### src/rtl/mem_wb_stage_pkg.sv
// Shared definitions for the MEM/WB stage: load codes, FSM states, bus widths.
package mem_wb_stage_pkg;

  localparam int RegBus     = 32;
  localparam int RegAddrBus = 5;
  localparam logic [RegBus-1:0] ZeroWord = '0;

  typedef enum logic [2:0] {
    LT_LB  = 3'd0,
    LT_LBU = 3'd1,
    LT_LH  = 3'd2,
    LT_LHU = 3'd3,
    LT_LW  = 3'd4
  } load_type_e;

  typedef enum logic [1:0] {
    ST_IDLE = 2'd0,
    ST_WAIT = 2'd1,
    ST_WB   = 2'd2
  } state_e;

endpackage

### src/rtl/mem_wb_stage_load_align.sv
// Big-endian load alignment: byte 0 lives in bits 31:24 of the bus word.
module load_align
  import mem_wb_stage_pkg::*;
#(
  parameter int DATA_W = RegBus
) (
  input  logic [2:0]        load_type,
  input  logic [1:0]        addr_lo,
  input  logic [DATA_W-1:0] rdata,
  output logic [DATA_W-1:0] data
);

  logic [7:0]  byte_sel;
  logic [15:0] half_sel;

  // Pick the addressed byte/half, then extend according to the load code
  always_comb begin
    byte_sel = rdata[8*(3-addr_lo) +: 8];
    half_sel = addr_lo[1] ? rdata[15:0] : rdata[31:16];
    data     = rdata;
    case (load_type)
      LT_LB:   data = {{(DATA_W-8){byte_sel[7]}}, byte_sel};
      LT_LBU:  data = {{(DATA_W-8){1'b0}}, byte_sel};
      LT_LH:   data = {{(DATA_W-16){half_sel[15]}}, half_sel};
      LT_LHU:  data = {{(DATA_W-16){1'b0}}, half_sel};
      default: data = rdata;
    endcase
  end

endmodule

### src/rtl/mem_wb_stage.sv
// MEM/WB stage: accepts one retiring instruction, waits on loads, drives a
// single registered register-file write pulse per instruction.
module mem_wb_stage
  import mem_wb_stage_pkg::*;
#(
  parameter int DATA_W = RegBus,
  parameter int REG_AW = RegAddrBus
) (
  input  logic              clk,
  input  logic              rst,
  input  logic              mem_valid,
  output logic              mem_ready,
  input  logic              mem_wreg,
  input  logic [REG_AW-1:0] mem_wd,
  input  logic [DATA_W-1:0] mem_wdata,
  input  logic              mem_is_load,
  input  logic [2:0]        mem_load_type,
  input  logic [1:0]        mem_addr_lo,
  input  logic              dbus_ack,
  input  logic              dbus_err,
  input  logic [DATA_W-1:0] dbus_rdata,
  input  logic              flush,
  output logic              wb_we,
  output logic [REG_AW-1:0] wb_waddr,
  output logic [DATA_W-1:0] wb_wdata,
  output logic              stall_req,
  output logic              load_err
);

  state_e state, nxt;

  logic              lat_wreg;
  logic [REG_AW-1:0] lat_dest;
  logic [2:0]        lat_type;
  logic [1:0]        lat_lo;

  logic              accept, in_wait, wr, err_n;
  logic              sel_wreg;
  logic [REG_AW-1:0] sel_dest;
  logic [2:0]        sel_type;
  logic [1:0]        sel_lo;
  logic [DATA_W-1:0] aligned, sel_data;

  assign mem_ready = (state == ST_IDLE) || (state == ST_WB);
  assign stall_req = (state == ST_WAIT);
  assign accept    = mem_valid & mem_ready & ~flush;
  assign in_wait   = (state == ST_WAIT);

  // In WAIT the instruction fields come from the latch; otherwise straight
  // from the MEM stage (covers zero-wait loads and non-loads).
  assign sel_wreg = in_wait ? lat_wreg : mem_wreg;
  assign sel_dest = in_wait ? lat_dest : mem_wd;
  assign sel_type = in_wait ? lat_type : mem_load_type;
  assign sel_lo   = in_wait ? lat_lo   : mem_addr_lo;
  assign sel_data = (in_wait || mem_is_load) ? aligned : mem_wdata;

  load_align #(.DATA_W(DATA_W)) u_align (
    .load_type (sel_type),
    .addr_lo   (sel_lo),
    .rdata     (dbus_rdata),
    .data      (aligned)
  );

  // State register
  always_ff @(posedge clk or negedge rst) begin
    if (!rst) state <= ST_IDLE;
    else      state <= nxt;
  end

  // Next state and write/error decisions; flush beats accept and ack
  always_comb begin
    nxt   = ST_IDLE;
    wr    = 1'b0;
    err_n = 1'b0;
    if (!flush) begin
      case (state)
        ST_IDLE, ST_WB: begin
          if (accept) begin
            if (!mem_is_load) begin
              nxt = ST_WB;
              wr  = 1'b1;
            end else if (dbus_ack && !dbus_err) begin
              nxt = ST_WB;
              wr  = 1'b1;
            end else if (dbus_ack && dbus_err) begin
              err_n = 1'b1;
            end else begin
              nxt = ST_WAIT;
            end
          end
        end
        ST_WAIT: begin
          if (dbus_ack && !dbus_err) begin
            nxt = ST_WB;
            wr  = 1'b1;
          end else if (dbus_ack && dbus_err) begin
            err_n = 1'b1;
          end else begin
            nxt = ST_WAIT;
          end
        end
        default: nxt = ST_IDLE;
      endcase
    end
  end

  // Capture instruction fields on accept for use while waiting on the bus
  always_ff @(posedge clk or negedge rst) begin
    if (!rst) begin
      lat_wreg <= 1'b0;
      lat_dest <= '0;
      lat_type <= '0;
      lat_lo   <= '0;
    end else if (accept) begin
      lat_wreg <= mem_wreg;
      lat_dest <= mem_wd;
      lat_type <= mem_load_type;
      lat_lo   <= mem_addr_lo;
    end
  end

  // Registered write-back port and error pulse; r0 writes keep addr/data
  // updated but never assert the enable.
  always_ff @(posedge clk or negedge rst) begin
    if (!rst) begin
      wb_we    <= 1'b0;
      wb_waddr <= '0;
      wb_wdata <= '0;
      load_err <= 1'b0;
    end else begin
      wb_we    <= wr & sel_wreg & (|sel_dest);
      load_err <= err_n;
      if (wr) begin
        wb_waddr <= sel_dest;
        wb_wdata <= sel_data;
      end
    end
  end

endmodule

### config.mk
export PLATFORM = sky130hd
export DESIGN_NAME = mem_wb_stage
export DESIGN_NICKNAME = d
export VERILOG_FILES = /design/src/rtl/mem_wb_stage_pkg.sv /design/src/rtl/mem_wb_stage_load_align.sv /design/src/rtl/mem_wb_stage.sv
export SDC_FILE = /design/constraint.sdc
export NUM_CORES = 1
export LEC_CHECK = 0
export ABC_AREA = 1
export CORE_MARGIN = 4
export CORE_UTILIZATION = 45
export CTS_BUF_LIST = sky130_fd_sc_hd__clkbuf_4 sky130_fd_sc_hd__clkbuf_8
export CTS_CLUSTER_SIZE = 12
export DETAILED_ROUTE_END_ITERATION = 6
export GPL_TIMING_DRIVEN = 0
export PLACE_DENSITY = 0.86
export SLEW_MARGIN = 20
export SYNTH_ARGS = -nofsm -noshare
export SYNTH_HDL_FRONTEND = slang
export SYNTH_SLANG_ARGS = --single-unit
export TNS_END_PERCENT = 50
### constraint.sdc
create_clock -name clk -period 2.12 [get_ports clk]
set_input_delay 0.424 -clock clk [delete_from_list [all_inputs] [get_ports clk]]
set_output_delay 0.424 -clock clk [all_outputs]
set_load 0.05 [all_outputs]
# Word level (Yosys, flattened, before mapping)

Cells that the tools add are included.

$add $sub $neg: 1
Eq/ne operators: 5
Shifts and indexed selects: 1
Multiplexer cells: 24
Bitwise logic cells: 5
Reduce and logical (&&, ||, !) cells: 9

Operators by type and width:

| operator                                                               | number |
|---|---|
| 32-bit one-hot mux with 4 select lines                                 | 1 |
| 32-bit by 33-bit indexed part select with 8-bit output                 | 1 |
| 32-bit two-way mux                                                     | 1 |
| 16-bit two-way mux                                                     | 1 |
| 1-bit two-way mux                                                      | 11 |
| 2-bit two-way mux                                                      | 5 |
| 3-bit by 2-bit equality test with 1-bit output (second input constant) | 2 |
| 5-bit two-way mux                                                      | 1 |
| 5-bit OR reduction                                                     | 1 |
| 1-bit AND                                                              | 4 |
| 1-bit one-hot mux with 2 select lines                                  | 2 |
| 2-bit one-hot mux with 2 select lines                                  | 1 |
| 3-bit by 1-bit equality test with 1-bit output (second input constant) | 1 |
| 3-bit zero test                                                        | 1 |
| 3-bit two-way mux                                                      | 1 |
| 2-bit by 2-bit subtractor with 3-bit output (first input constant)     | 1 |
| 2-bit by 1-bit equality test with 1-bit output (second input constant) | 1 |
| 2-bit equality test (second input constant)                            | 1 |
| 1-bit logical AND                                                      | 2 |
| 2-bit zero test                                                        | 1 |
| 1-bit logical OR                                                       | 2 |
| 2-bit OR reduction                                                     | 1 |
| 1-bit zero test                                                        | 1 |
| 1-bit inverter                                                         | 1 |

Bits in registers: 52
Input bits: 82

# Longest topological paths before layout

Depth in word-level cells: 9
Depth in mapped cells: 13

# Cells and area by module

From an unflattened synthesis, not the netlist that was laid out.

Cell total of the unflattened synthesis: 529
Area total of the unflattened synthesis: 3,404.5 um2

Modules (own cells, without submodules):

| module       | cells each | area each (um2) | times used |
|---|---|---|---|
| mem_wb_stage | 363        | 2,601.2         | 1 |
| load_align   | 166        | 803.3           | 1 |

# Worst setup path after synthesis

No wires, ideal clock.

Path kind: register to register
From: register state[0]
To: register wb_wdata[18]
Path slack: 0.334 ns
Required time: 2.002 ns
Stages on the path, launching flop included: 12
Setup time: 0.118 ns
Data arrival time: 1.668 ns
Period minus slack after synthesis: 1.786 ns
Cell sequence: dfrtp_1 > buf_4 > inv_2 > nor2_8 > nand2_2 > nand2_4 > inv_2 > buf_2 > a21oi_1 > nand3_1 > nand2_1 > nand2_1

Longest elaborated chain between the ends: 7

Ends and longest elaborated chain:

| what                                                   | line                | RTL |
|---|---|---|
| start: declaration                                     | mem_wb_stage.sv:30  | `state_e state, nxt;` |
| start signal: assignment                               | mem_wb_stage.sv:67  | `else state <= nxt;` |
| 2-bit equality test or 2-bit zero test (tied branches) | mem_wb_stage.sv:44  | `assign mem_ready = (state == ST_IDLE) \|\| (state == ST_WB);` |
| 1-bit logical OR (*)                                   | mem_wb_stage.sv:44  |  |
| net mem_ready                                          | mem_wb_stage.sv:12  | `output logic mem_ready,` |
| 1-bit AND (*) (2 in series)                            | mem_wb_stage.sv:46  | `assign accept = mem_valid & mem_ready & ~flush;` |
| 1-bit two-way mux (*)                                  | mem_wb_stage.sv:78  | `if (accept) begin` |
| 1-bit one-hot mux with 2 select lines (*)              | mem_wb_stage.sv:76  | `case (state)` |
| 1-bit two-way mux (*)                                  | mem_wb_stage.sv:75  | `if (!flush) begin` |
| end signal: assignment                                 | mem_wb_stage.sv:135 | `wb_wdata <= sel_data;` |
| end: declaration                                       | mem_wb_stage.sv:25  | `output logic [DATA_W-1:0] wb_wdata,` |

Mark *: on every way through the listed nets, which the timed path passes. The rest lies on a longest branch.
A chain may end at the register's enable or synchronous reset.

# Worst setup path after layout

From: register state[0]
To: output port stall_req

Longest elaborated chain between the ends: 1

Ends and longest elaborated chain:

| what                                           | line               | RTL |
|---|---|---|
| 2-bit by 1-bit equality test with 1-bit output | mem_wb_stage.sv:45 | `assign stall_req = (state == ST_WAIT);` |
| end: declaration                               | mem_wb_stage.sv:26 | `output logic stall_req,` |

No other way between the ends.

==> out/metrics.cfg <==
[run_status]
status=finished clean

[logic_synthesis]
ys_seq_elements=52
netlist_area_um2=3372
synthTopCellsByArea=dfrtp_1 (39%), nand2_1 (21%), nor2_1 (7.7%)
syn-instance-count=508
seq_area_frac_synth=0.3859
ys_warn_count=0
ys_types=26
synth.net_count=590
yosysTopAreaCellShare=0.3859
syn_avg_cell_area_um2=6.638
yosysTopAreaCell=dfrtp_1

[finish]
final_cells=737
drive_above_1_share=0.08464
final_cell_area_um2=4836
antennaDiodeCount=0
area_delta_synth_final_pct=43.41
final_common_cell=nand2_1
nNetsFinal=719
layout_common_cells=nand2_1 (191), clkdlybuf4s50_1 (119), nor2_1 (69)
utilization=0.6667

[grt]
grt_usage=0.2363
grt_pass1_vias=3567
grt-ovfl-total=0
grt_pass1_wl_mm=16.93
grt_max_degree=53
antenna_found_initial=0

[critical_path]
crit_path_end_kind=output port
cp-start-kind=register
critPathKind=register to output port
crit_path_top_delay_cell=clkdlybuf4s15_1
ff2ff_setup_slack_ns=0.17
slowest_delay_ns=0.52
crit_path_cell_trace=buf_4 -> inv_2 -> nor2_8 -> clkdlybuf4s15_1
worstPathMaxFanout=10
arrival_ns=1.62
cp.required_ns=1.70

[timing]
setup-violations-final=0
rsz0062_at_grt=no
tightest_slew_ns=0.6715
fmax_mhz=488.2
finalCriticalPeriod_ns=2.048
relSlewSlack=0.5524
setup_tns_ns=0
hold_viol_final=0
fin_crit_sh=0.9663
final-max-slew-violation-count=0
clock_skew_ns=0.01585

[cts]
cts_resized=2
hold_buffers=0
cts_sinks=52
cts.clk_slew.worst_paths_ns=0.11
cts-buffers-inserted=5
htree_num_levels=2
clockRootBuffer=clkbuf_8
ctsLongestPathBuffers=2
postCtsSetupRepairBufs=0
tritoncts=built
clk_latency_ns=0.32

[route]
drc=0
route.detailed.wl_per_inst_um=14.05
via_per_inst=4.992
first_pass_iters=5
first_iter_violations=260
vias=3679
drtAntennaViolNets=0
routed_wl_mm=10.36

[floorplan]
die_w_um=94.57
rows=31
fp.coreArea_um2=7253
design.die.area_um2=8943
start_util=0.4649
pin_count=123
die_h_um=94.57

[power]
power.internal_mw=2.165
p_sw_frac=0.4109
combinationalPowerShare=0.448
p_per_area_nw_per_um2=760.0
p_clk_frac=0.199
fin_total_pwr_mw=3.675
leakagePower_nw=2.452
seqPwrFrac=0.353
max-vdd-ir-drop_mv=0.4398
power_switching_mw=1.510

[min_path]
holdCritPathClass=input pin to asynchronous set/reset pin

[placed_design]
dp.cells=729
hpwl_mm=7.998
gp_congestion=0.9056
placed_area_um2=4715
io_buffers=122

[job]
drv_cap=0

## metrics by stage
stage / setup slack, ns / hold WS, ns
floorplan: 0.3344 / 0.1284
global placement: -0.8906 / 0.4590
detailed placement: -0.1466 / 0.4646
CTS: 0.04486 / 0.1590
global route: 0.0009790 / 0.2004
finish: 0.07151 / 0.1389
## synthesized netlist by cell type (all sizes together)
master,instances
a21oi,31
buf,11
clkbuf,11
dfrtp,52
inv,46
mux2,1
nand2,207
nand3,51
nand4,1
nor2,73
nor3,1
o211ai,1
o21ai,20
o21bai,1
o22ai,1
## worst max-delay path, delay by kind of cell, from the launching register on
family / cells / cell delay [ns]
buf+inv: 3 / 0.81
flops: 1 / 0.34
simple gates: 1 / 0.16
## layer usage
| layer | global-route usage | wire [µm] | up-vias |
|---|---|---|---|
| li1 | - | - | 1838 |
| met1 | 0.3133 | 4454 | 1675 |
| met2 | 0.3907 | 4937 | 153 |
| met3 | 0.04701 | 780 | 13 |
| met4 | 0.07091 | 186 | 0 |
| met5 | 0 | 0 | - |
## power by group through the flow
stage / Clock (mW) / Sequential (mW) / Combinational, mW
4_1_cts: 0.740 / 1.30 / 1.65
6_report: 0.731 / 1.30 / 1.65
5_1_grt: 0.776 / 1.32 / 1.76
3_5_place_dp: 0 / 1.31 / 1.65
3_3_place_gp: 0 / 1.31 / 1.62
2_1_floorplan: 0 / 1.89 / 0.422
## cell type report
class	instances	area [µm²]
plain buffers	22	130.1
inverters	46	175.2
clock buffers	6	82.58
multi-input cells	388	1767
fillers	646	2417
well taps	99	123.9
flip-flops and latches	52	1301
clock inverters	2	38.79
repair buffers	122	1217
## kinds of logic after synthesis
kind of cell / synth area share
simple gates: 0.4371
flops: 0.3859
compound gates: 0.08349
mux: 0.003339
buf+inv: 0.09017
## final timing paths
check / from / end / depth (start not counted)
setup / recovery: state[0]$_DFF_PN0_ / stall_req / 4
hold / removal: rst / lat_dest[2]$_DFFE_PN0N_ / 1
setup reg to reg: state[0]$_DFF_PN0_ / wb_wdata[12]$_DFFE_PN0P_ / 8
hold reg to reg: wb_wdata[27]$_DFFE_PN0P_ / wb_wdata[27]$_DFFE_PN0P_ / 2
max in group asynchronous: rst / wb_wdata[7]$_DFFE_PN0P_ / 1
min in group clk: wb_wdata[27]$_DFFE_PN0P_ / wb_wdata[27]$_DFFE_PN0P_ / 2
## flip-flops by register name, summed over array words and instances (netlist names)
register,cells
wb_we,1
state,2
wb_waddr,5
lat_wreg,1
lat_type,3
wb_wdata,32
load_err,1
lat_lo,2
lat_dest,5
No activity file was read; power rests on OpenSTA's default activity.
